**src/rtl/alu_multicycle.sv**
```systemverilog
`default_nettype none
// ============================================================================
// Module      : alu_multicycle
// Description : Registered ALU with a start/busy/done handshake and full
//               status flags. Multiply and divide are iterative and take one
//               bit per cycle; all other operations complete on the edge that
//               accepts them.
// Revision    : 1.0 - initial release
// ----------------------------------------------------------------------------
// Ports
//   In_CLK         rising-edge clock
//   In_Reset       asynchronous active-high reset
//   In_Start       request, accepted only while Out_Busy is low
//   In_A, In_B     operands (two's complement); In_B is also the shift amount
//   In_ALUCtrl     4-bit operation select
//   Out_ALUResult  registered result, held until the next completion
//   Out_Zero / Out_Negative / Out_Carry / Out_Overflow / Out_DivByZero
//                  status flags, updated only at completion
//   Out_Busy       an iterative multiply/divide is in progress
//   Out_Done       one-cycle pulse following every completion
// ============================================================================
module alu_multicycle #(
    parameter int WIDTH = 16
) (
    input  logic             In_CLK,
    input  logic             In_Reset,
    input  logic             In_Start,
    input  logic [WIDTH-1:0] In_A,
    input  logic [WIDTH-1:0] In_B,
    input  logic [3:0]       In_ALUCtrl,
    output logic [WIDTH-1:0] Out_ALUResult,
    output logic             Out_Zero,
    output logic             Out_Negative,
    output logic             Out_Carry,
    output logic             Out_Overflow,
    output logic             Out_DivByZero,
    output logic             Out_Busy,
    output logic             Out_Done
);

    localparam int c_SW = $clog2(WIDTH);
    localparam int c_CW = $clog2(WIDTH);
    localparam logic [WIDTH-1:0] c_WIDTH_VAL  = WIDTH'(WIDTH);
    localparam logic [c_CW-1:0]  c_LAST_ITER  = c_CW'(WIDTH - 1);

    localparam logic [3:0] c_OP_ADD  = 4'b0000;
    localparam logic [3:0] c_OP_SUB  = 4'b0001;
    localparam logic [3:0] c_OP_AND  = 4'b0010;
    localparam logic [3:0] c_OP_OR   = 4'b0011;
    localparam logic [3:0] c_OP_XOR  = 4'b0100;
    localparam logic [3:0] c_OP_SLL  = 4'b0101;
    localparam logic [3:0] c_OP_SRL  = 4'b0110;
    localparam logic [3:0] c_OP_NOT  = 4'b0111;
    localparam logic [3:0] c_OP_MUL  = 4'b1000;
    localparam logic [3:0] c_OP_DIV  = 4'b1001;
    localparam logic [3:0] c_OP_INC  = 4'b1010;
    localparam logic [3:0] c_OP_DEC  = 4'b1011;
    localparam logic [3:0] c_OP_SLA  = 4'b1100;
    localparam logic [3:0] c_OP_SRA  = 4'b1101;
    localparam logic [3:0] c_OP_PASS = 4'b1110;

    localparam logic [1:0] c_ST_IDLE = 2'd0;
    localparam logic [1:0] c_ST_MUL  = 2'd1;
    localparam logic [1:0] c_ST_DIV  = 2'd2;

    // ------------------------------------------------------------------------
    // Registers
    // ------------------------------------------------------------------------
    logic [1:0]         r_state;
    logic [1:0]         w_state_next;

    logic [WIDTH-1:0]   r_result;
    logic               r_zero;
    logic               r_neg;
    logic               r_carry;
    logic               r_ovf;
    logic               r_dbz;
    logic               r_done;

    logic [c_CW-1:0]    r_cnt;
    logic               r_res_neg;      // sign to apply to the magnitude result
    logic [2*WIDTH-1:0] r_mcand;        // multiplicand, shifted left each step
    logic [WIDTH-1:0]   r_mplier;       // multiplier, shifted right each step
    logic [2*WIDTH-1:0] r_prod;         // partial product magnitude
    logic [WIDTH-1:0]   r_rem;          // partial remainder
    logic [WIDTH-1:0]   r_quot;         // dividend bits in, quotient bits out
    logic [WIDTH-1:0]   r_divisor;

    // ------------------------------------------------------------------------
    // Handshake decode
    // ------------------------------------------------------------------------
    logic w_accept;
    logic w_start_mul;
    logic w_start_div;
    logic w_b_zero;
    logic w_last_iter;
    logic w_complete;

    assign w_b_zero    = (In_B == '0);
    assign w_accept    = In_Start && (r_state == c_ST_IDLE);
    assign w_start_mul = w_accept && (In_ALUCtrl == c_OP_MUL);
    assign w_start_div = w_accept && (In_ALUCtrl == c_OP_DIV) && !w_b_zero;
    assign w_last_iter = (r_cnt == c_LAST_ITER);

    // Divide-by-zero never enters the iterative state; it completes like any
    // single-cycle operation.
    assign w_complete  = (w_accept && !w_start_mul && !w_start_div) ||
                         (((r_state == c_ST_MUL) || (r_state == c_ST_DIV)) && w_last_iter);

    // ------------------------------------------------------------------------
    // Operand magnitudes for multiply / divide
    // ------------------------------------------------------------------------
    logic [WIDTH-1:0] w_abs_a;
    logic [WIDTH-1:0] w_abs_b;

    // The most-negative value maps onto itself, which read as unsigned is
    // exactly its magnitude.
    assign w_abs_a = In_A[WIDTH-1] ? -In_A : In_A;
    assign w_abs_b = In_B[WIDTH-1] ? -In_B : In_B;

    // ------------------------------------------------------------------------
    // Single-cycle datapath
    // ------------------------------------------------------------------------
    logic [c_SW-1:0]  w_shamt;
    logic             w_shift_oor;
    logic [WIDTH-1:0] w_sll;
    logic [WIDTH-1:0] w_srl;
    logic [WIDTH-1:0] w_sra;
    logic [WIDTH-1:0] w_sla_back;
    logic [WIDTH:0]   w_sum;
    logic [WIDTH-1:0] w_sc_result;
    logic             w_sc_carry;
    logic             w_sc_ovf;
    logic             w_sc_dbz;

    assign w_shamt     = In_B[c_SW-1:0];
    assign w_shift_oor = (In_B >= c_WIDTH_VAL);
    assign w_sll       = w_shift_oor ? '0 : (In_A << w_shamt);
    assign w_srl       = w_shift_oor ? '0 : (In_A >> w_shamt);
    assign w_sra       = w_shift_oor ? {WIDTH{In_A[WIDTH-1]}}
                                     : WIDTH'($signed(In_A) >>> w_shamt);
    assign w_sla_back  = WIDTH'($signed(w_sll) >>> w_shamt);

    always_comb begin
        w_sum       = '0;
        w_sc_result = '0;
        w_sc_carry  = 1'b0;
        w_sc_ovf    = 1'b0;
        w_sc_dbz    = 1'b0;
        case (In_ALUCtrl)
            c_OP_ADD: begin
                w_sum       = {1'b0, In_A} + {1'b0, In_B};
                w_sc_result = w_sum[WIDTH-1:0];
                w_sc_carry  = w_sum[WIDTH];
                w_sc_ovf    = (In_A[WIDTH-1] == In_B[WIDTH-1]) &&
                              (w_sum[WIDTH-1] != In_A[WIDTH-1]);
            end
            c_OP_SUB: begin
                // A + ~B + 1: the carry-out is the inverse of the borrow
                w_sum       = {1'b0, In_A} + {1'b0, ~In_B} + {{WIDTH{1'b0}}, 1'b1};
                w_sc_result = w_sum[WIDTH-1:0];
                w_sc_carry  = w_sum[WIDTH];
                w_sc_ovf    = (In_A[WIDTH-1] != In_B[WIDTH-1]) &&
                              (w_sum[WIDTH-1] != In_A[WIDTH-1]);
            end
            c_OP_AND:  w_sc_result = In_A & In_B;
            c_OP_OR:   w_sc_result = In_A | In_B;
            c_OP_XOR:  w_sc_result = In_A ^ In_B;
            c_OP_SLL:  w_sc_result = w_sll;
            c_OP_SRL:  w_sc_result = w_srl;
            c_OP_NOT:  w_sc_result = ~In_A;
            c_OP_DIV: begin
                // Only reaches completion here when B is zero
                w_sc_result = '0;
                w_sc_dbz    = 1'b1;
            end
            c_OP_INC: begin
                w_sum       = {1'b0, In_A} + {{WIDTH{1'b0}}, 1'b1};
                w_sc_result = w_sum[WIDTH-1:0];
                w_sc_carry  = w_sum[WIDTH];
                w_sc_ovf    = !In_A[WIDTH-1] && w_sum[WIDTH-1];
            end
            c_OP_DEC: begin
                // A + all-ones: carry-out set unless A was zero (no borrow)
                w_sum       = {1'b0, In_A} + {1'b0, {WIDTH{1'b1}}};
                w_sc_result = w_sum[WIDTH-1:0];
                w_sc_carry  = w_sum[WIDTH];
                w_sc_ovf    = In_A[WIDTH-1] && !w_sum[WIDTH-1];
            end
            c_OP_SLA: begin
                w_sc_result = w_sll;
                // Out of range the result is 0, which only loses information
                // when A was non-zero.
                w_sc_ovf    = w_shift_oor ? (|In_A) : (w_sla_back != In_A);
            end
            c_OP_SRA:  w_sc_result = w_sra;
            c_OP_PASS: w_sc_result = In_B;
            default:   w_sc_result = '0;
        endcase
    end

    // ------------------------------------------------------------------------
    // Iterative multiply (shift-add on magnitudes)
    // ------------------------------------------------------------------------
    logic [2*WIDTH-1:0] w_prod_next;
    logic [2*WIDTH-1:0] w_prod_signed;
    logic [WIDTH:0]     w_prod_hi;
    logic               w_mul_ovf;

    assign w_prod_next   = r_prod + (r_mplier[0] ? r_mcand : '0);
    assign w_prod_signed = r_res_neg ? -w_prod_next : w_prod_next;
    // The low half is representable only if every bit from the result MSB
    // upward is a copy of that sign bit.
    assign w_prod_hi     = w_prod_signed[2*WIDTH-1:WIDTH-1];
    assign w_mul_ovf     = !((&w_prod_hi) || !(|w_prod_hi));

    // ------------------------------------------------------------------------
    // Iterative divide (restoring, on magnitudes)
    // ------------------------------------------------------------------------
    logic [WIDTH:0]   w_rem_sh;
    logic             w_div_ge;
    logic [WIDTH-1:0] w_rem_next;
    logic [WIDTH-1:0] w_quot_next;
    logic [WIDTH-1:0] w_quot_signed;
    logic             w_div_ovf;

    assign w_rem_sh      = {r_rem, r_quot[WIDTH-1]};
    // The remainder always stays below the divisor, so a W-bit subtraction
    // suffices once the shifted-out bit is folded into the compare.
    assign w_div_ge      = w_rem_sh[WIDTH] || (w_rem_sh[WIDTH-1:0] >= r_divisor);
    assign w_rem_next    = w_div_ge ? (w_rem_sh[WIDTH-1:0] - r_divisor) : w_rem_sh[WIDTH-1:0];
    assign w_quot_next   = {r_quot[WIDTH-2:0], w_div_ge};
    assign w_quot_signed = r_res_neg ? -w_quot_next : w_quot_next;
    // A positive quotient with the MSB set only arises from MIN / -1
    assign w_div_ovf     = !r_res_neg && w_quot_next[WIDTH-1];

    // ------------------------------------------------------------------------
    // Completion value select
    // ------------------------------------------------------------------------
    logic [WIDTH-1:0] w_fin_result;
    logic             w_fin_carry;
    logic             w_fin_ovf;
    logic             w_fin_dbz;

    always_comb begin
        w_fin_result = w_sc_result;
        w_fin_carry  = w_sc_carry;
        w_fin_ovf    = w_sc_ovf;
        w_fin_dbz    = w_sc_dbz;
        if (r_state == c_ST_MUL) begin
            w_fin_result = w_prod_signed[WIDTH-1:0];
            w_fin_carry  = 1'b0;
            w_fin_ovf    = w_mul_ovf;
            w_fin_dbz    = 1'b0;
        end else if (r_state == c_ST_DIV) begin
            w_fin_result = w_quot_signed;
            w_fin_carry  = 1'b0;
            w_fin_ovf    = w_div_ovf;
            w_fin_dbz    = 1'b0;
        end
    end

    // ------------------------------------------------------------------------
    // State machine
    // ------------------------------------------------------------------------
    always_ff @(posedge In_CLK or posedge In_Reset) begin
        if (In_Reset) begin
            r_state <= c_ST_IDLE;
        end else begin
            r_state <= w_state_next;
        end
    end

    always_comb begin
        w_state_next = r_state;
        case (r_state)
            c_ST_IDLE: begin
                if (w_start_mul) begin
                    w_state_next = c_ST_MUL;
                end else if (w_start_div) begin
                    w_state_next = c_ST_DIV;
                end
            end
            c_ST_MUL, c_ST_DIV: begin
                if (w_last_iter) begin
                    w_state_next = c_ST_IDLE;
                end
            end
            default: w_state_next = c_ST_IDLE;
        endcase
    end

    // ------------------------------------------------------------------------
    // Datapath registers
    // ------------------------------------------------------------------------
    always_ff @(posedge In_CLK or posedge In_Reset) begin
        if (In_Reset) begin
            r_result  <= '0;
            r_zero    <= 1'b0;
            r_neg     <= 1'b0;
            r_carry   <= 1'b0;
            r_ovf     <= 1'b0;
            r_dbz     <= 1'b0;
            r_done    <= 1'b0;
            r_cnt     <= '0;
            r_res_neg <= 1'b0;
            r_mcand   <= '0;
            r_mplier  <= '0;
            r_prod    <= '0;
            r_rem     <= '0;
            r_quot    <= '0;
            r_divisor <= '0;
        end else begin
            r_done <= w_complete;

            if (w_complete) begin
                r_result <= w_fin_result;
                r_zero   <= (w_fin_result == '0);
                r_neg    <= w_fin_result[WIDTH-1];
                r_carry  <= w_fin_carry;
                r_ovf    <= w_fin_ovf;
                r_dbz    <= w_fin_dbz;
            end

            if (w_start_mul || w_start_div) begin
                r_cnt     <= '0;
                r_res_neg <= In_A[WIDTH-1] ^ In_B[WIDTH-1];
                r_mcand   <= {{WIDTH{1'b0}}, w_abs_a};
                r_mplier  <= w_abs_b;
                r_prod    <= '0;
                r_rem     <= '0;
                r_quot    <= w_abs_a;
                r_divisor <= w_abs_b;
            end else if (r_state == c_ST_MUL) begin
                r_cnt    <= r_cnt + 1'b1;
                r_prod   <= w_prod_next;
                r_mcand  <= r_mcand << 1;
                r_mplier <= r_mplier >> 1;
            end else if (r_state == c_ST_DIV) begin
                r_cnt  <= r_cnt + 1'b1;
                r_rem  <= w_rem_next;
                r_quot <= w_quot_next;
            end
        end
    end

    // ------------------------------------------------------------------------
    // Outputs
    // ------------------------------------------------------------------------
    assign Out_ALUResult = r_result;
    assign Out_Zero      = r_zero;
    assign Out_Negative  = r_neg;
    assign Out_Carry     = r_carry;
    assign Out_Overflow  = r_ovf;
    assign Out_DivByZero = r_dbz;
    assign Out_Busy      = (r_state != c_ST_IDLE);
    assign Out_Done      = r_done;

endmodule
`default_nettype wire
```
**config.mk**
```make
export PLATFORM = sky130hd
export DESIGN_NAME = alu_multicycle
export DESIGN_NICKNAME = d
export VERILOG_FILES = /design/src/rtl/alu_multicycle.sv
export SDC_FILE = /design/constraint.sdc
export NUM_CORES = 1
export LEC_CHECK = 0
export ABC_AREA = 1
export CORE_MARGIN = 10
export CORE_UTILIZATION = 50
export CTS_CLUSTER_SIZE = 28
export DETAILED_ROUTE_END_ITERATION = 16
export PLACE_DENSITY = 0.64
export SLEW_MARGIN = 20
export SYNTH_ARGS = -nofsm -noshare
export SYNTH_HDL_FRONTEND = slang
export SYNTH_SLANG_ARGS = --single-unit
```
**constraint.sdc**
```tcl
create_clock -name In_CLK -period 6.1 [get_ports In_CLK]
set_clock_uncertainty 0.1 [all_clocks]
set_input_delay 0.915 -clock In_CLK [delete_from_list [all_inputs] [get_ports In_CLK]]
set_output_delay 0.915 -clock In_CLK [all_outputs]
set_load 0.005 [all_outputs]
```
==> metrics.md, run 1 <==
| Metric | Value |
|---|---|
| Adder-cell share of the synthesized area | `0.07926` |
| Critical-path top delay cell | `a21boi_0` |
| Max IR drop VDD | `0.0003800 V` |
| Mux cell area share after synthesis | `0` |
| Post-CTS setup buffer count | `0` |
| Hold EP | `Out_ALUResult[7]` |
| Clock transition at path regs | `roughly 0.07 ns` |
| Antenna viol nets, final | `0` |
| Cts repair resizes | `0` |
| Fmax | `0.1920 GHz` |
| Max stage delay on crit path | `between 0.4 and 0.5 ns` |
| Largest net degree at the start of global routing | `66` |
| Setup WS pre-CTS | `between 1 and 1.5 ns` |
| Worst Hold Launch | `Out_ALUResult[7]` |
| Worst EP arrival | `5.41 ns` |
| Syn nets | `3121` |
| Post-Synth Simple-Gate Area | `0.3826` |
| Total gr overflow | `0` |
| CTS max path bufs | `2` |
| Final setup vio count | `0` |
| Share of cells above drive strength 1 | `0.06546` |
| Min cycle time layout | `5.207 ns` |
| Reg2Reg Setup Slack | `slightly below 0.9 ns` |
| Mean Syn Cell Area | `6.025 sq um` |
| Die Span Y | `209.2 microns` |
| Sink Count | `between 150 and 200` |
| I/O pin cnt | `62` |
| Synth warnings | `0` |
| Max-Cap Viols | `0` |
| Hold buffer count at CTS | `0` |
| Initial antenna violation count | `1` |
| CORE AREA | `35480 sq um` |
| Library cells used by synthesis | `61` |
| Total power | `8.056 mW` |
| XOR/XNOR Fraction of Synth Area | `0.02565` |
| Via count | `around 21000` |
| Leading area contributor after synthesis | `dfrtp_1` |
| Vias in the first global route | `19920` |
| LEAKAGE | `9.979 nW` |
| Iteration-0 DRC Markers | `2483` |
| Router iterations before antenna repair | `8` |
| Yosys top cell area share | `0.2181` |
| Total Nets Final | `3131` |
| Total Routing Usage GR | `0.3336` |
| Worst hold path class | `flip-flop to flip-flop` |
| CP endpoint kind | `flip-flop` |
| Cell Area, Synth | `17900 sq um` |
| Setup_tns | `0 ns` |
| Async set-or-reset flop fraction in the synthesized netlist | `1.000` |
| Die ar. | `43770 sq um` |
| CP Max Fanout | `4` |
| Largest family of logic cells by synthesized area | `simple AND/OR/NAND/NOR gates` |
| Kind of critical path | `flip-flop to flip-flop` |
| RSZ-0062 raised after global routing | `false` |
| # diodes | `0` |
| Top post-synthesis cells by area | `dfrtp_1 (22%), nand2_1 (19%), nand3_1 (8.2%)` |
| Hold depth | `2` |
| End of the worst register-to-register path | `Out_Zero` |
| Synth Flop Type | `dfrtp_1` |
| #FFs+latches synth | `156` |
| Max Slew Vio Count | `0` |
| Most frequent cell on the critical path | `inv_1` |
| Status | `finished, final reports clean` |
| Setup slack after layout | `about 0.89 ns` |
| Die W | `209.2 microns` |
| Worst skew pair latency | `0.43 ns` |
| Sequential-to-total area share from yosys stat | `0.2181` |
| Row count | `69` |
| CTS tree | `yes` |
| Compound-gate portion of the synthesized area | `0.1820` |
| Post-route cell area | `a little under 20000 sq um` |
| Worst EP required | `roughly 6.3 ns` |
| RR Startpoint | `r_quot[15]` |
| Vias per cell | `6.105` |
| Worst setup SP type | `flip-flop` |
| Initial Util | `0.5045` |
| DR WL/cell | `around 22 microns` |
| Drt total wl | `roughly 76000 microns` |
| Placed Area | `between 15000 and 20000 sq um` |
| Synth Instances | `2971` |
| Drc violations | `0` |
| CTS Buf Count | `17` |
| # port buffers | `61` |
| Period utilisation layout | `0.8536` |
| Hpwl dp | `59840 microns` |
| First-pass GRT wire length | `115300 microns` |
| Dpl cells | `3423` |
| Synth-to-layout area growth | `9.450%` |
| R2R cell count | `28` |
| FILL cells | `3563` |
| CTS root buffer | `clkbuf_16` |
| Pwr dens | `~410 nW/um^2` |
| EDFF count, synth | `0` |
| Post-route insts no fill | `3455` |
| H-tree Lvls | `4` |
| Final GP Congestion | `1.162` |
| Max_slew headroom | `0.4344` |
| Final Hold Vio Count | `0` |
| Worst-margin pin slew | `0.8475 ns` |
==> placed cells by master (no fill, tap or decap), types with 39 or more instances in the layout <==
| master | Yosys | routed |
|---|---|---|
| a21oi_1 | 137 | 137 |
| ha_1 | 107 | 107 |
| buf_4 | 7 | 55 |
| nor2_1 | 214 | 213 |
| nand4_1 | 48 | 48 |
| clkdlybuf4s50_1 | 0 | 60 |
| o22ai_1 | 39 | 39 |
| inv_1 | 348 | 347 |
| nand3_1 | 292 | 292 |
| nand2_1 | 903 | 901 |
| o21ai_0 | 227 | 227 |
| dfrtp_1 | 156 | 156 |
==> cells in the mapped netlist (12+ instances only) <==
master	instances
o21ai_0	227
inv_2	23
clkbuf_1	70
dfrtp_1	156
nand2_1	903
a21oi_1	137
o221ai_1	33
nor3_1	35
or2_2	12
nand2_2	28
inv_1	348
ha_1	107
o211ai_1	27
nand3_1	292
nand4_1	48
xor2_1	36
nor2_1	214
o22ai_1	39
buf_2	34
a31oi_1	16
==> cell families (layout without fill, tap and decap cells) <==
kind of cell,after synthesis,in the layout
DFF,156,156
and+or+nand+nor,1591,1591
adders and majority gates,111,111
AOI/OAI and AO/OA,557,557
buffers and inverters,507,530
xor gates and xnor gates,49,49
==> layer usage <==
layer,routed length [microns],global-route usage
met2,35060,0.5513
met4,6134,0.2446
met3,6165,0.04011
met1,28430,0.3926
met5,20,0
==> worst max path at each step <==
stage	startpoint	end	slack, ns	cells after the start
final	r_quot[15]	Out_Zero	0.89	28
after detailed placement	In_B[4]	Out_Overflow	1.04	28
after global placement	In_A[1]	Out_Zero	1.04	19
after floorplan	In_Reset	Out_ALUResult[0]	0.88	1
after global routing	r_quot[15]	Out_Zero	0.51	28
after CTS	r_rem[2]	Out_Zero	1.10	27
==> critical path, delay by kind of cell (launching register included) <==
kind,cells,cell delay (ns)
AOI/OAI and AO/OA,5,1.30
DFF,1,0.37
and+or+nand+nor,15,2.21
adders and majority gates,3,0.65
buffers and inverters,5,0.42
==> metrics by stage <==
step	hold WS, ns	utilization
5_1_grt	0.4182	0.5522
4_1_cts	0.3925	0.5522
2_1_floorplan	0.3459	-
3_3_place_gp	0.3620	0.5349
6_report	0.3867	0.5522
3_5_place_dp	0.3751	0.5349
==> area by class of cell <==
type	instances	area (sq um)	area share
well taps	461	576.8	0.02944
flip-flops and latches	156	3904	0.1992
inverters	379	1428	0.07287
multi-input cells	2308	11990	0.6121
clock inverters	14	173.9	0.008877
clock buffers	18	439.2	0.02242
repair buffers	119	1079	0.05505
==> where the power goes <==
part	total, mW	switching (mW)	internal [mW]
clock	1.13	0.496	0.633
combinational	5.13	3.45	1.68
sequential	1.80	0.313	1.48
total	8.06	4.26	3.79
==> flip-flops by register name, indices dropped and copies added, names as in the netlist <==
name and flops:
Out_ALUResult 16, Out_Carry 1, Out_DivByZero 1, Out_Done 1, Out_Overflow 1, Out_Zero 1
r_cnt 4, r_divisor 16, r_mcand 32, r_mplier 16, r_prod 32, r_quot 16
r_rem 16, r_res_neg 1, r_state 2
Power figures use the tool's default switching activity.
==> run 2, diff against run 1 <==
--- a/config.mk
+++ b/config.mk
@@ -6,7 +6,7 @@
 export NUM_CORES = 1
 export LEC_CHECK = 0
 export ABC_AREA = 1
-export CORE_MARGIN = 10
+export CORE_MARGIN = 2
 export CORE_UTILIZATION = 50
 export CTS_CLUSTER_SIZE = 28
 export DETAILED_ROUTE_END_ITERATION = 16
@@ -15,3 +15,4 @@
 export SYNTH_ARGS = -nofsm -noshare
 export SYNTH_HDL_FRONTEND = slang
 export SYNTH_SLANG_ARGS = --single-unit
+export TNS_END_PERCENT = 30
==> run 2 against run 1 <==
Effect of this change: final cell count hardly changed; sequential share of layout area is 0.054 points higher; global-route usage is 5.8 points higher; register-to-register slack better by 0.29 ns; via count is 0.52% lower; sequential power hardly changed; critical endpoint unchanged; highest routed layer is now met4.
==> metrics.md, run 2 (synthesized netlist as in run 1, its figures left out) <==
| Metric | Value |
|---|---|
| Setup WS pre-CTS | `0.8877 ns (was 1.036 ns)` |
| CP Max Fanout | `4 (unchanged)` |
| Largest net degree at the start of global routing | `60 (was 66)` |
| Post-CTS setup buffer count | `0 (unchanged)` |
| Dpl cells | `3420 (was 3423)` |
| Internal power | `3.697 mW (was 3.794 mW)` |
| Die Span Y | `193.2 microns (was 209.2 microns)` |
| Max IR drop VDD | `0.0004008 V (was 0.0003800 V)` |
| Pwr dens | `404.2 nW/um^2 (was 411.2 nW/um^2)` |
| Final core utilization | `0.5520 (was 0.5522)` |
| Hold_ws | `0.3905 ns (was 0.3867 ns)` |
| Die ar. | `37330 sq um (was 43770 sq um)` |
| Max Slew Vio Count | `0 (unchanged)` |
| Max_slew headroom | `0.3964 (was 0.4344)` |
| Antenna viol nets, final | `0 (unchanged)` |
| Min cycle time layout | `4.922 ns (was 5.207 ns)` |
| CTS root buffer | `clkbuf_16 (unchanged)` |
| Post-route cell area | `19540 sq um (was 19590 sq um)` |
| CTS Buf Count | `17 (unchanged)` |
| Total Routing Usage GR | `0.3917 (was 0.3336)` |
| Worst skew pair latency | `0.45 ns (was 0.43 ns)` |
| Top Registers | `r_mcand (32), r_prod (32) (unchanged)` |
| Share of cells above drive strength 1 | `0.06453 (was 0.06546)` |
| Vias per cell | `6.079 (was 6.105)` |
| Kind of critical path | `flip-flop to flip-flop (unchanged)` |
| Drc violations | `0 (unchanged)` |
| Switching share of power | `0.5319 (was 0.5290)` |
| Clock group share of total power | `0.136 (was 0.140)` |
| Total Nets Final | `3128 (was 3131)` |
| CORE AREA | `35400 sq um (was 35480 sq um)` |
| RSZ-0062 raised after global routing | `false (unchanged)` |
| Logic pwr share | `0.634 (was 0.637)` |
| CP endpoint kind | `flip-flop (unchanged)` |
| First-pass GRT wire length | `114300 microns (was 115300 microns)` |
| I/O pin cnt | `62 (unchanged)` |
| Synth-to-layout area growth | `9.156% (was 9.450%)` |
| Drt total wl | `74790 microns (was 75810 microns)` |
| CTS max path bufs | `2 (unchanged)` |
| # diodes | `0 (unchanged)` |
| Placed Area | `18950 sq um (was 18980 sq um)` |
| Fmax | `0.2032 GHz (was 0.1920 GHz)` |
| Final Hold Vio Count | `0 (unchanged)` |
| Commonest non-fill, non-tap cell in the layout | `nand2_1 (unchanged)` |
| # port buffers | `61 (unchanged)` |
| Die W | `193.2 microns (was 209.2 microns)` |
| Hpwl dp | `58030 microns (was 59840 microns)` |
| Reg2Reg Setup Slack | `1.18 ns (was 0.89 ns)` |
| Worst setup SP type | `flip-flop (unchanged)` |
| Setup slack after layout | `1.178 ns (was 0.8929 ns)` |
| Max-Cap Viols | `0 (unchanged)` |
| Period utilisation layout | `0.8068 (was 0.8536)` |
| Vias in the first global route | `20020 (was 19920)` |
| Worst EP required | `6.35 ns (was 6.31 ns)` |
| Router iterations before antenna repair | `7 (was 8)` |
| Worst EP arrival | `5.17 ns (was 5.41 ns)` |
| Total gr overflow | `0 (unchanged)` |
| Cts repair resizes | `0 (unchanged)` |
| Total power | `7.897 mW (was 8.056 mW)` |
| Post-route insts no fill | `3452 (was 3455)` |
| LEAKAGE | `9.952 nW (was 9.979 nW)` |
| H-tree Lvls | `4 (unchanged)` |
| Hold buffer count at CTS | `0 (unchanged)` |
| Seq pwr share | `0.229 (was 0.223)` |
| CTS tree | `yes (unchanged)` |
| Final setup vio count | `0 (unchanged)` |
| Most frequent cells in the layout | `nand2_1 (901), inv_1 (347), nand3_1 (292), o21ai_0 (227), nor2_1 (213) (unchanged)` |
| Via count | `20980 (was 21090)` |
| Clock transition at path regs | `0.07 ns (about the same)` |
| Initial Util | `0.5057 (was 0.5045)` |
| Final GP Congestion | `1.050 (was 1.162)` |
| Status | `finished, final reports clean (unchanged)` |
| Sink Count | `156 (unchanged)` |
| Worst hold path class | `flip-flop to flip-flop (unchanged)` |
| Row count | `69 (unchanged)` |
| Worst-margin pin slew | `0.9044 ns (was 0.8475 ns)` |
| Initial antenna violation count | `0 (was 1)` |
| Switch Pwr | `4.200 mW (was 4.262 mW)` |
| DR WL/cell | `21.67 microns (was 21.94 microns)` |
| Setup_tns | `0 ns (unchanged)` |
| Iteration-0 DRC Markers | `2273 (was 2483)` |
run 2: cell types whose count changed in the layout (fill, tap and decap cells not counted), sizes merged:
cell and change:
inv +1, buf -3, bufinv -2, clkinv +3
clkbuf -1, clkinvlp -1
run 2: critical path, stage by stage, from the launching register on:
cell and delay (ns):
dfrtp_1 0.41, ha_1 0.36, a21oi_1 0.18, o21ai_0 0.16
a31oi_1 0.24, o21ai_0 0.24, a21boi_0 0.31, nand2_1 0.10
nor2_2 0.19, ha_1 0.20, inv_1 0.06, nor3_1 0.13
inv_1 0.09, nor3_1 0.19, inv_1 0.09, nor3_1 0.23
inv_1 0.09, nor3_1 0.25, nand3_1 0.15, o21ai_0 0.23
or2_2 0.15, nand3_1 0.10, nand2_1 0.12, nand2_1 0.13
nand3_1 0.14, nor2_1 0.06, nand4_1 0.07, nand2_1 0.06
run 2: metal layers:
| metal | track usage | vias up | wire (microns) |
|---|---|---|---|
| met5 | 0 | - | 0 |
| met4 | 0.2576 | 0 | 5645 |
| met3 | 0.06224 | 287 | 6879 |
| met2 | 0.6349 | 1129 | 33410 |
| met1 | 0.4829 | 9748 | 28860 |
| li1 | - | 9820 | - |
run 2: cell type report:
cell class / count / area, sq um
inverters: 379 / 1428
clock buffers: 17 / 425.4
flip-flops and latches: 156 / 3904
well taps: 461 / 576.8
multi-input cells: 2308 / 12000
fillers: 3639 / 15860
repair buffers: 116 / 1044
clock inverters: 15 / 165.2
run 2: path summary, 6_finish.rpt:
| check | startpoint | depth (start not counted) | endpoint |
|---|---|---|---|
| worst min-delay path | r_prod[8] | 2 | r_prod[8] |
| worst max register to register | r_rem[2] | 27 | Out_Zero |
| worst min register to register | r_prod[8] | 2 | r_prod[8] |
| max in group asynchronous | In_Reset | 3 | Out_Done |
| min in group asynchronous | In_Reset | 2 | r_rem[9] |
| worst max-delay path | r_rem[2] | 27 | Out_Zero |
run 2: power groups by stage:
stage / Clock, mW / Combinational, mW / Sequential [mW]
after floorplan: 0 / 3.57 / 1.70
after global placement: 0 / 4.78 / 1.80
after detailed placement: 0 / 4.88 / 1.81
after CTS: 1.09 / 4.93 / 1.80
after global routing: 1.13 / 5.55 / 1.86
final: 1.08 / 5.01 / 1.81
